<file path="config.mk">
export PLATFORM = sky130hd
export DESIGN_NAME = keypad_event_queue
export DESIGN_NICKNAME = d
export VERILOG_FILES = /design/src/rtl/keypad_pkg.sv /design/src/rtl/sync_fifo_core.sv /design/src/rtl/keypad_event_queue.sv
export SDC_FILE = /design/constraint.sdc
export NUM_CORES = 1
export LEC_CHECK = 0
export CAP_MARGIN = 20
export CORE_ASPECT_RATIO = 0.75
export CORE_MARGIN = 3
export CORE_UTILIZATION = 55
export DETAILED_ROUTE_END_ITERATION = 16
export PLACE_DENSITY = 0.77
export SYNTH_ARGS = -nofsm -noshare
export SYNTH_HDL_FRONTEND = slang
export SYNTH_SLANG_ARGS = --single-unit
</file>
<file path="constraint.sdc">
create_clock -name clk -period 3.5 [get_ports clk]
set_clock_uncertainty 0.2 [all_clocks]
set_input_delay 0.7 -clock clk [delete_from_list [all_inputs] [get_ports clk]]
set_output_delay 0.7 -clock clk [all_outputs]
set_load 0.02 [all_outputs]
</file>
<file path="src/rtl/keypad_pkg.sv">
// Shared key-code type, well-known key codes and MCU output-port bit positions
// for the keypad event queue.
package keypad_pkg;

    typedef logic [3:0] key_code_t;

    localparam key_code_t KEY_STAR      = 4'd10;
    localparam key_code_t KEY_POUND     = 4'd11;
    localparam key_code_t KEY_MAX_VALID = 4'd11;
    localparam key_code_t KEY_NONE      = 4'd13;

    localparam int DOUT_VALID_BIT = 7;
    localparam int DOUT_OVF_BIT   = 6;

endpackage

</file>
<file path="src/rtl/sync_fifo_core.sv">
// Show-ahead synchronous FIFO: the head entry is visible on rdata_o whenever
// the queue is non-empty. A push into a full queue succeeds only alongside a pop.
module sync_fifo_core #(
    parameter int DEPTH = 8,
    parameter int WIDTH = 4
) (
    input  logic                     clk,
    input  logic                     rst,
    input  logic                     push_i,
    input  logic                     pop_i,
    input  logic [WIDTH-1:0]         wdata_i,
    output logic [WIDTH-1:0]         rdata_o,
    output logic [$clog2(DEPTH):0]   count_o,
    output logic                     full_o,
    output logic                     empty_o
);

    localparam int AW = $clog2(DEPTH);

    logic [WIDTH-1:0] mem_q [DEPTH];
    logic [AW-1:0]    wr_ptr_q;
    logic [AW-1:0]    rd_ptr_q;
    logic [AW:0]      count_q;
    logic [AW:0]      count_d;
    logic             do_push;
    logic             do_pop;

    assign full_o  = (count_q == (AW+1)'(DEPTH));
    assign empty_o = (count_q == '0);

    // A pop frees the slot the concurrent push needs, so full+pop still accepts.
    assign do_push = push_i & (~full_o | pop_i);
    assign do_pop  = pop_i & ~empty_o;

    always_comb begin
        count_d = count_q;
        case ({do_push, do_pop})
            2'b10:   count_d = count_q + 1'b1;
            2'b01:   count_d = count_q - 1'b1;
            default: count_d = count_q;
        endcase
    end

    always_ff @(posedge clk) begin
        if (rst) begin
            wr_ptr_q <= '0;
            rd_ptr_q <= '0;
            count_q  <= '0;
        end else begin
            if (do_push) wr_ptr_q <= wr_ptr_q + 1'b1;
            if (do_pop)  rd_ptr_q <= rd_ptr_q + 1'b1;
            count_q <= count_d;
        end
    end

    always_ff @(posedge clk) begin
        if (do_push && !rst) mem_q[wr_ptr_q] <= wdata_i;
    end

    assign rdata_o = mem_q[rd_ptr_q];
    assign count_o = count_q;

endmodule

</file>
<file path="src/rtl/keypad_event_queue.sv">
// Captures keypad driver events (key_intr rising edges) into a show-ahead queue
// for the MCU. Define KEY_ECHO_FILTER_EN to suppress repeats of the same code within HOLDOFF cycles.
module keypad_event_queue
    import keypad_pkg::*;
#(
    parameter int DEPTH   = 8,
    parameter int HOLDOFF = 1000000
) (
    input  logic                   clk,
    input  logic                   rst,
    input  logic                   key_intr,
    input  logic [3:0]             key_code,
    input  logic                   rd_strobe,
    output logic [7:0]             dout,
    output logic                   cpu_intr,
    output logic [$clog2(DEPTH):0] count
);

    // Reject unusable configurations at elaboration rather than misbehave silently.
    if (DEPTH < 2 || (DEPTH & (DEPTH - 1)) != 0 || HOLDOFF < 1) begin : g_bad_params
        $error("keypad_event_queue: DEPTH must be a power of 2 >= 2 and HOLDOFF >= 1");
    end

    logic      key_intr_q;
    logic      ovf_q;
    logic      rise;
    logic      candidate;
    logic      accept;
    logic      drop;
    logic      pop_ok;
    logic      fifo_full;
    logic      fifo_empty;
    key_code_t head_code;

    assign rise      = key_intr & ~key_intr_q;
    assign candidate = rise & (key_code <= KEY_MAX_VALID);

`ifdef KEY_ECHO_FILTER_EN
    localparam int HW = $clog2(HOLDOFF + 1);

    logic [HW-1:0] hold_cnt_q;
    key_code_t     last_code_q;

    assign accept = candidate & ~((key_code == last_code_q) && (hold_cnt_q != '0));

    // Events dropped on a full queue still restart the window: the key was seen.
    always_ff @(posedge clk) begin
        if (rst) begin
            hold_cnt_q  <= '0;
            last_code_q <= 4'hF;
        end else if (accept) begin
            hold_cnt_q  <= HW'(HOLDOFF);
            last_code_q <= key_code;
        end else if (hold_cnt_q != '0) begin
            hold_cnt_q  <= hold_cnt_q - 1'b1;
        end
    end
`else
    assign accept = candidate;
`endif

    assign drop   = accept & fifo_full & ~rd_strobe;
    assign pop_ok = rd_strobe & ~fifo_empty;

    sync_fifo_core #(
        .DEPTH (DEPTH),
        .WIDTH ($bits(key_code_t))
    ) u_fifo (
        .clk     (clk),
        .rst     (rst),
        .push_i  (accept),
        .pop_i   (rd_strobe),
        .wdata_i (key_code),
        .rdata_o (head_code),
        .count_o (count),
        .full_o  (fifo_full),
        .empty_o (fifo_empty)
    );

    // History resets high so a key already held at reset release is not an event.
    always_ff @(posedge clk) begin
        if (rst) begin
            key_intr_q <= 1'b1;
            ovf_q      <= 1'b0;
        end else begin
            key_intr_q <= key_intr;
            if (drop)        ovf_q <= 1'b1;
            else if (pop_ok) ovf_q <= 1'b0;
        end
    end

    always_comb begin
        dout                 = 8'h00;
        dout[DOUT_VALID_BIT] = ~fifo_empty;
        dout[DOUT_OVF_BIT]   = ovf_q;
        dout[3:0]            = fifo_empty ? 4'h0 : head_code;
    end

    assign cpu_intr = ~fifo_empty;

endmodule
</file>
==> results of run 1 <==
## area by class of cell
| type | instances | area (µm²) | share of cell area, % |
|---|---|---|---|
| Sequential cell | 47 | 1260 | 52.3 |
| Multi-Input combinational cell | 93 | 743 | 30.8 |
| Timing Repair Buffer | 26 | 240 | 9.95 |
| Clock buffer | 7 | 86.3 | 3.58 |
| Tap cell | 50 | 62.6 | 2.59 |
| Inverter | 4 | 15.0 | 0.622 |
| Clock inverter | 1 | 5.00 | 0.207 |
## critical path, cell delays in order, from the launching register on
cell and delay, ps:
dfxtp_1 660, mux4_2 600, mux2i_1 160, nor2_1 50, clkdlybuf4s50_1 560
## Yosys cell counts
master     count
conb_1         1
and2_1         2
a31o_1         1
nand3_1        2
a22oi_1        1
o31ai_1        1
nor3_1         4
a211o_1        1
or4_1          1
o41a_1         1
or3b_1         2
nand4_1        1
o21ai_0        2
dfxtp_1       15
or3_1          1
nand2b_1       3
clkbuf_1       5
clkbuf_2       1
nor4_1         2
mux2_1         1
nand2_1        6
buf_4          4
xor2_1         3
edfxtp_1      32
a211oi_1       1
ha_1           4
mux2i_1        7
inv_1          4
a21oi_1        5
a21oi_2        1
o2111ai_1      1
nor4b_1        1
or2_2          2
buf_6          1
nand3b_1       2
o41ai_4        1
nor2_1        20
mux4_2         8
buf_2          1
nor2b_1        2
xnor2_1        1
## cells by family after synthesis
group	Yosys count	synth area share (%)
AND/OR/NAND/NOR	51	12.4
flip-flops	47	60.5
AO/OA/AOI/OAI	16	6.30
multiplexers	16	12.5
buffers and inverters	16	4.08
adder cells (fa/ha/maj)	4	2.40
XOR/XNOR	4	1.68
other	1	0.180
## registers in the layout (all words and copies together), names as in the netlist, named ones only
register / flops
u_fifo.wr_ptr_q: 3
ovf_q: 1
u_fifo.mem_q: 32
u_fifo.count_o: 4
key_intr_q: 1
u_fifo.rd_ptr_q: 3
## cell usage in the layout (no fill, tap or decap), types with 3 or more instances in the layout
| cell | n |
|---|---|
| a21oi_1 | 5 |
| buf_4 | 8 |
| clkbuf_8 | 6 |
| clkdlybuf4s50_1 | 18 |
| dfxtp_1 | 15 |
| edfxtp_1 | 32 |
| ha_1 | 4 |
| inv_1 | 4 |
| mux2i_1 | 7 |
| mux4_2 | 8 |
| nand2_1 | 6 |
| nand2b_1 | 3 |
| nor2_1 | 20 |
| nor3_1 | 4 |
| xor2_1 | 3 |
## metrics by stage
| stage | total power (µW) | instances |
|---|---|---|
| after global placement | 1170 | 220 |
| after floorplan | 1020 | 156 |
| final | 1510 | 228 |
| after detailed placement | 1200 | 220 |
| after global routing | 1590 | 228 |
| after CTS | 1520 | 228 |
## layer usage
layer	wire length, µm	global-route usage, %	vias up
met4	99	10.4	0
met1	1920	27.9	600
met3	201	4.71	9
li1	-	-	611
met2	1630	29.3	35
met5	0	0	-
## worst paths after layout
kind	slack, ps	end	cells after the start
worst min-delay path	330	flip-flop	2
worst max-delay path	270	dout[0]	4
worst min register to register	330	flip-flop	2
worst max register to register	600	u_fifo.count_o[2]	10
## power breakdown
group / internal (µW) / total [µW] / switching (µW)
clock network: 159 / 332 / 173
logic: 251 / 488 / 237
registers: 619 / 687 / 67.7
==> results.txt, run 1 <==
htree depth: 2
max cap viols: 0
largest net degree at the start of global routing: 15
final WL: 3860 µm
setup bufs post-CTS: 0
Chip Width: 77.1 µm
Synth top area share: 46.1%
CP Launch Type: flip-flop
synthesized instance count: 155
DR vias/cell: 5.50
maximum vdd drop: 0.000437 V
outcome: finished clean
Routability Congestion: 0.871
CTS Root Cell: clkbuf_8
Fillers: 250
measured slew at the worst slew-check pin: 713 ps
Setup Viol. Count Final: 0
CTS clk-pin slew, worst paths: 80 ps
Cell variety after synth: 41
row count: 18
DRC errors left: 0
final max-slew violation count: 0
Hold Slack: 329 ps
Initial Util: 60.1%
setup TNS: 0 ps
CTS sink count: 47
worst hold path class: flip-flop to flip-flop
crit path time final: 3230 ps
final core utilization: 69.6%
Seq/Total Area, Yosys: 60.5%
RSZ-0062 raised after global routing: false
IO Count: 21
DR vias: 1255
CTS Buffer Depth: 2
DR WL/cell: 16.9 µm
cell area after synthesis: 0.00209 mm²
Avg Inst Size Synth: 13.5 µm²
CTS buffer count: 5
final worst setup slack: 267 ps
final instance area: 0.00241 mm²
cts hold-fix bufs: 0
Data required, critical path: 2600 ps
nets@finish: 189
LEAKAGE: 0.000818 µW
DP Area: 0.00232 mm²
P&R area growth vs syn: 15.7%
r2r startpoint: u_fifo.count_o[1]
DP HPWL: 2920 µm
CP arrival: 2330 ps
Overflow after GRT: 0
Port Buffer Count: 18
slew margin rel.: 52.1%
final hold viol count: 0
clk_lat worst skew: 300 ps
DRT Pass-1 Iters: 4
PwrDens: 624 mW/mm²
crit share post-route: 92.4%
layout cells sized above 1: 15.2%
Ant. Diodes: 0
Synth area leaders: edfxtp_1 (46%), dfxtp_1 (14%), mux4_2 (8.6%), nor2_1 (3.6%), mux2i_1 (3.4%)
chip height: 59.3 µm
post-CTS resize count: 0
first-pass GRT wire length: 6600 µm
leading area contributor after synthesis: edfxtp_1
synth warn: 0
hold_sp: u_fifo.rd_ptr_q[2]
core box area: 0.00347 mm²
number of global-route vias before repair: 1286
dpl ws: 43.5 ps
kind of critical path: flip-flop to primary output
Fmax: 309 MHz
number of synthesized register bits: 47
die footprint: 0.00457 mm²
GRT Total Usage: 19.9%
1st-iter DRT viols: 82
crit end category: primary output
Antenna Nets Post-Route: 0
initial antenna violation count: 0
CTS tree: built
crit path max fanout: 8
Note: power is estimated with default switching activity, not from simulation.
==> inputs of run 2 (changes only) <==
CORE_MARGIN = 1.5   (was 3)
==> results.txt, run 2 (same netlist as run 1, synthesis figures left out) <==
Initial Util: 57.3%
slew margin rel.: 48.4%
die footprint: 0.00417 mm²
crit path time final: 3240 ps
LEAKAGE: 0.000812 µW
GRT Total Usage: 21.0%
first-pass GRT wire length: 6200 µm
final instance area: 0.00241 mm²
DRC errors left: 0
nets@finish: 189
DRT Pass-1 Iters: 4
max reg flops: 32
final max-slew violation count: 0
chip height: 56.3 µm
IO Count: 21
multi-input logic area: 743 µm²
measured slew at the worst slew-check pin: 768 ps
Overflow after GRT: 0
crit end category: primary output
Fmax: 308 MHz
DP Area: 0.00232 mm²
final hold viol count: 0
core box area: 0.00364 mm²
setup bufs post-CTS: 0
cts hold-fix bufs: 0
largest net degree at the start of global routing: 16
PwrDens: 618 mW/mm²
CTS Root Cell: clkbuf_8
P&R area growth vs syn: 15.4%
Routability Congestion: 0.813
most frequent cells in the layout: edfxtp_1 (32), nor2_1 (20), clkdlybuf4s50_1 (18)
number of global-route vias before repair: 1211
kind of critical path: flip-flop to primary output
row count: 19
Port Buffer Count: 18
CTS buffer count: 5
worst hold path class: flip-flop to flip-flop
sequential cell area: 0.00126 mm²
Setup Viol. Count Final: 0
Antenna Nets Post-Route: 0
CTS sink count: 47
layout cells sized above 1: 14.6%
1st-iter DRT viols: 66
Most flops, register: u_fifo.mem_q
crit path max fanout: 8
initial antenna violation count: 0
DP HPWL: 2800 µm
post-CTS resize count: 0
maximum vdd drop: 0.000316 V
outcome: finished clean
RSZ-0062 raised after global routing: false
CP arrival: 2340 ps
Fillers: 265
Chip Width: 74.1 µm
DR vias/cell: 5.52
Data required, critical path: 2600 ps
htree depth: 2
DR vias: 1270
CTS Buffer Depth: 2
crit share post-route: 92.7%
commonest non-fill, non-tap cell in the layout: edfxtp_1
setup TNS: 0 ps
Ant. Diodes: 0
max cap viols: 0
CP Launch Type: flip-flop
clk_lat worst skew: 300 ps
CTS tree: built
DR WL/cell: 16.5 µm
final WL: 3790 µm
CTS clk-pin slew, worst paths: 80 ps
==> run 2: cell types whose count changed in the layout (fill, tap and decap cells not counted) <==
cell,previous run,this run
clkbuf_1,1,2
clkbuf_8,6,5
==> run 2: final timing paths <==
check	from	endpoint	slack (ps)	cells after the start
worst min-delay path	ovf_q	ovf_q	330	2
worst min register to register	ovf_q	ovf_q	330	2
worst max-delay path	flip-flop	dout[3]	260	4
worst max register to register	u_fifo.count_o[1]	u_fifo.count_o[2]	680	10
==> run 2: area by class of cell <==
type | instances | area share, %
clock buffer | 7 | 3.17
clock inverter | 1 | 0.208
tap | 52 | 2.70
inverter | 4 | 0.624
sequential | 47 | 52.4
multi-input combinational | 93 | 30.9
timing repair buffer | 26 | 9.98
==> run 2: critical path: stages, from the launching register on <==
cell,delay (ps)
dfxtp_1,680
mux4_2,590
mux2i_1,170
nor2_1,50
clkdlybuf4s50_1,560
==> run 2: power by group <==
group          internal [µW]  switching (µW)  total, µW  leakage, µW
clock                    140             176        316    0.0000422
combinational            250             235        485     0.000360
sequential               619            67.2        686     0.000409
total                   1010             478       1490     0.000812
==> run 2: stage by stage <==
stage          util (%)  power [µW]  setup WS [ps]  hold WS, ps  cells
6_report           66.2        1490            257          326    230
5_1_grt            66.2        1570            101          345    230
4_1_cts            66.2        1500            224          320    230
3_5_place_dp       63.9        1190            148          304    222
3_3_place_gp       63.9        1170            214          305    222
2_1_floorplan         -        1020            679          281    156
==> run 2: metal layers <==
metal	share of wire (%)	vias to the layer above	track usage, %
met5	0	-	0
met4	0.71	0	6.35
met3	6.3	4	7.54
met2	46	41	29.2
met1	46	614	31.2
li1	-	611	-
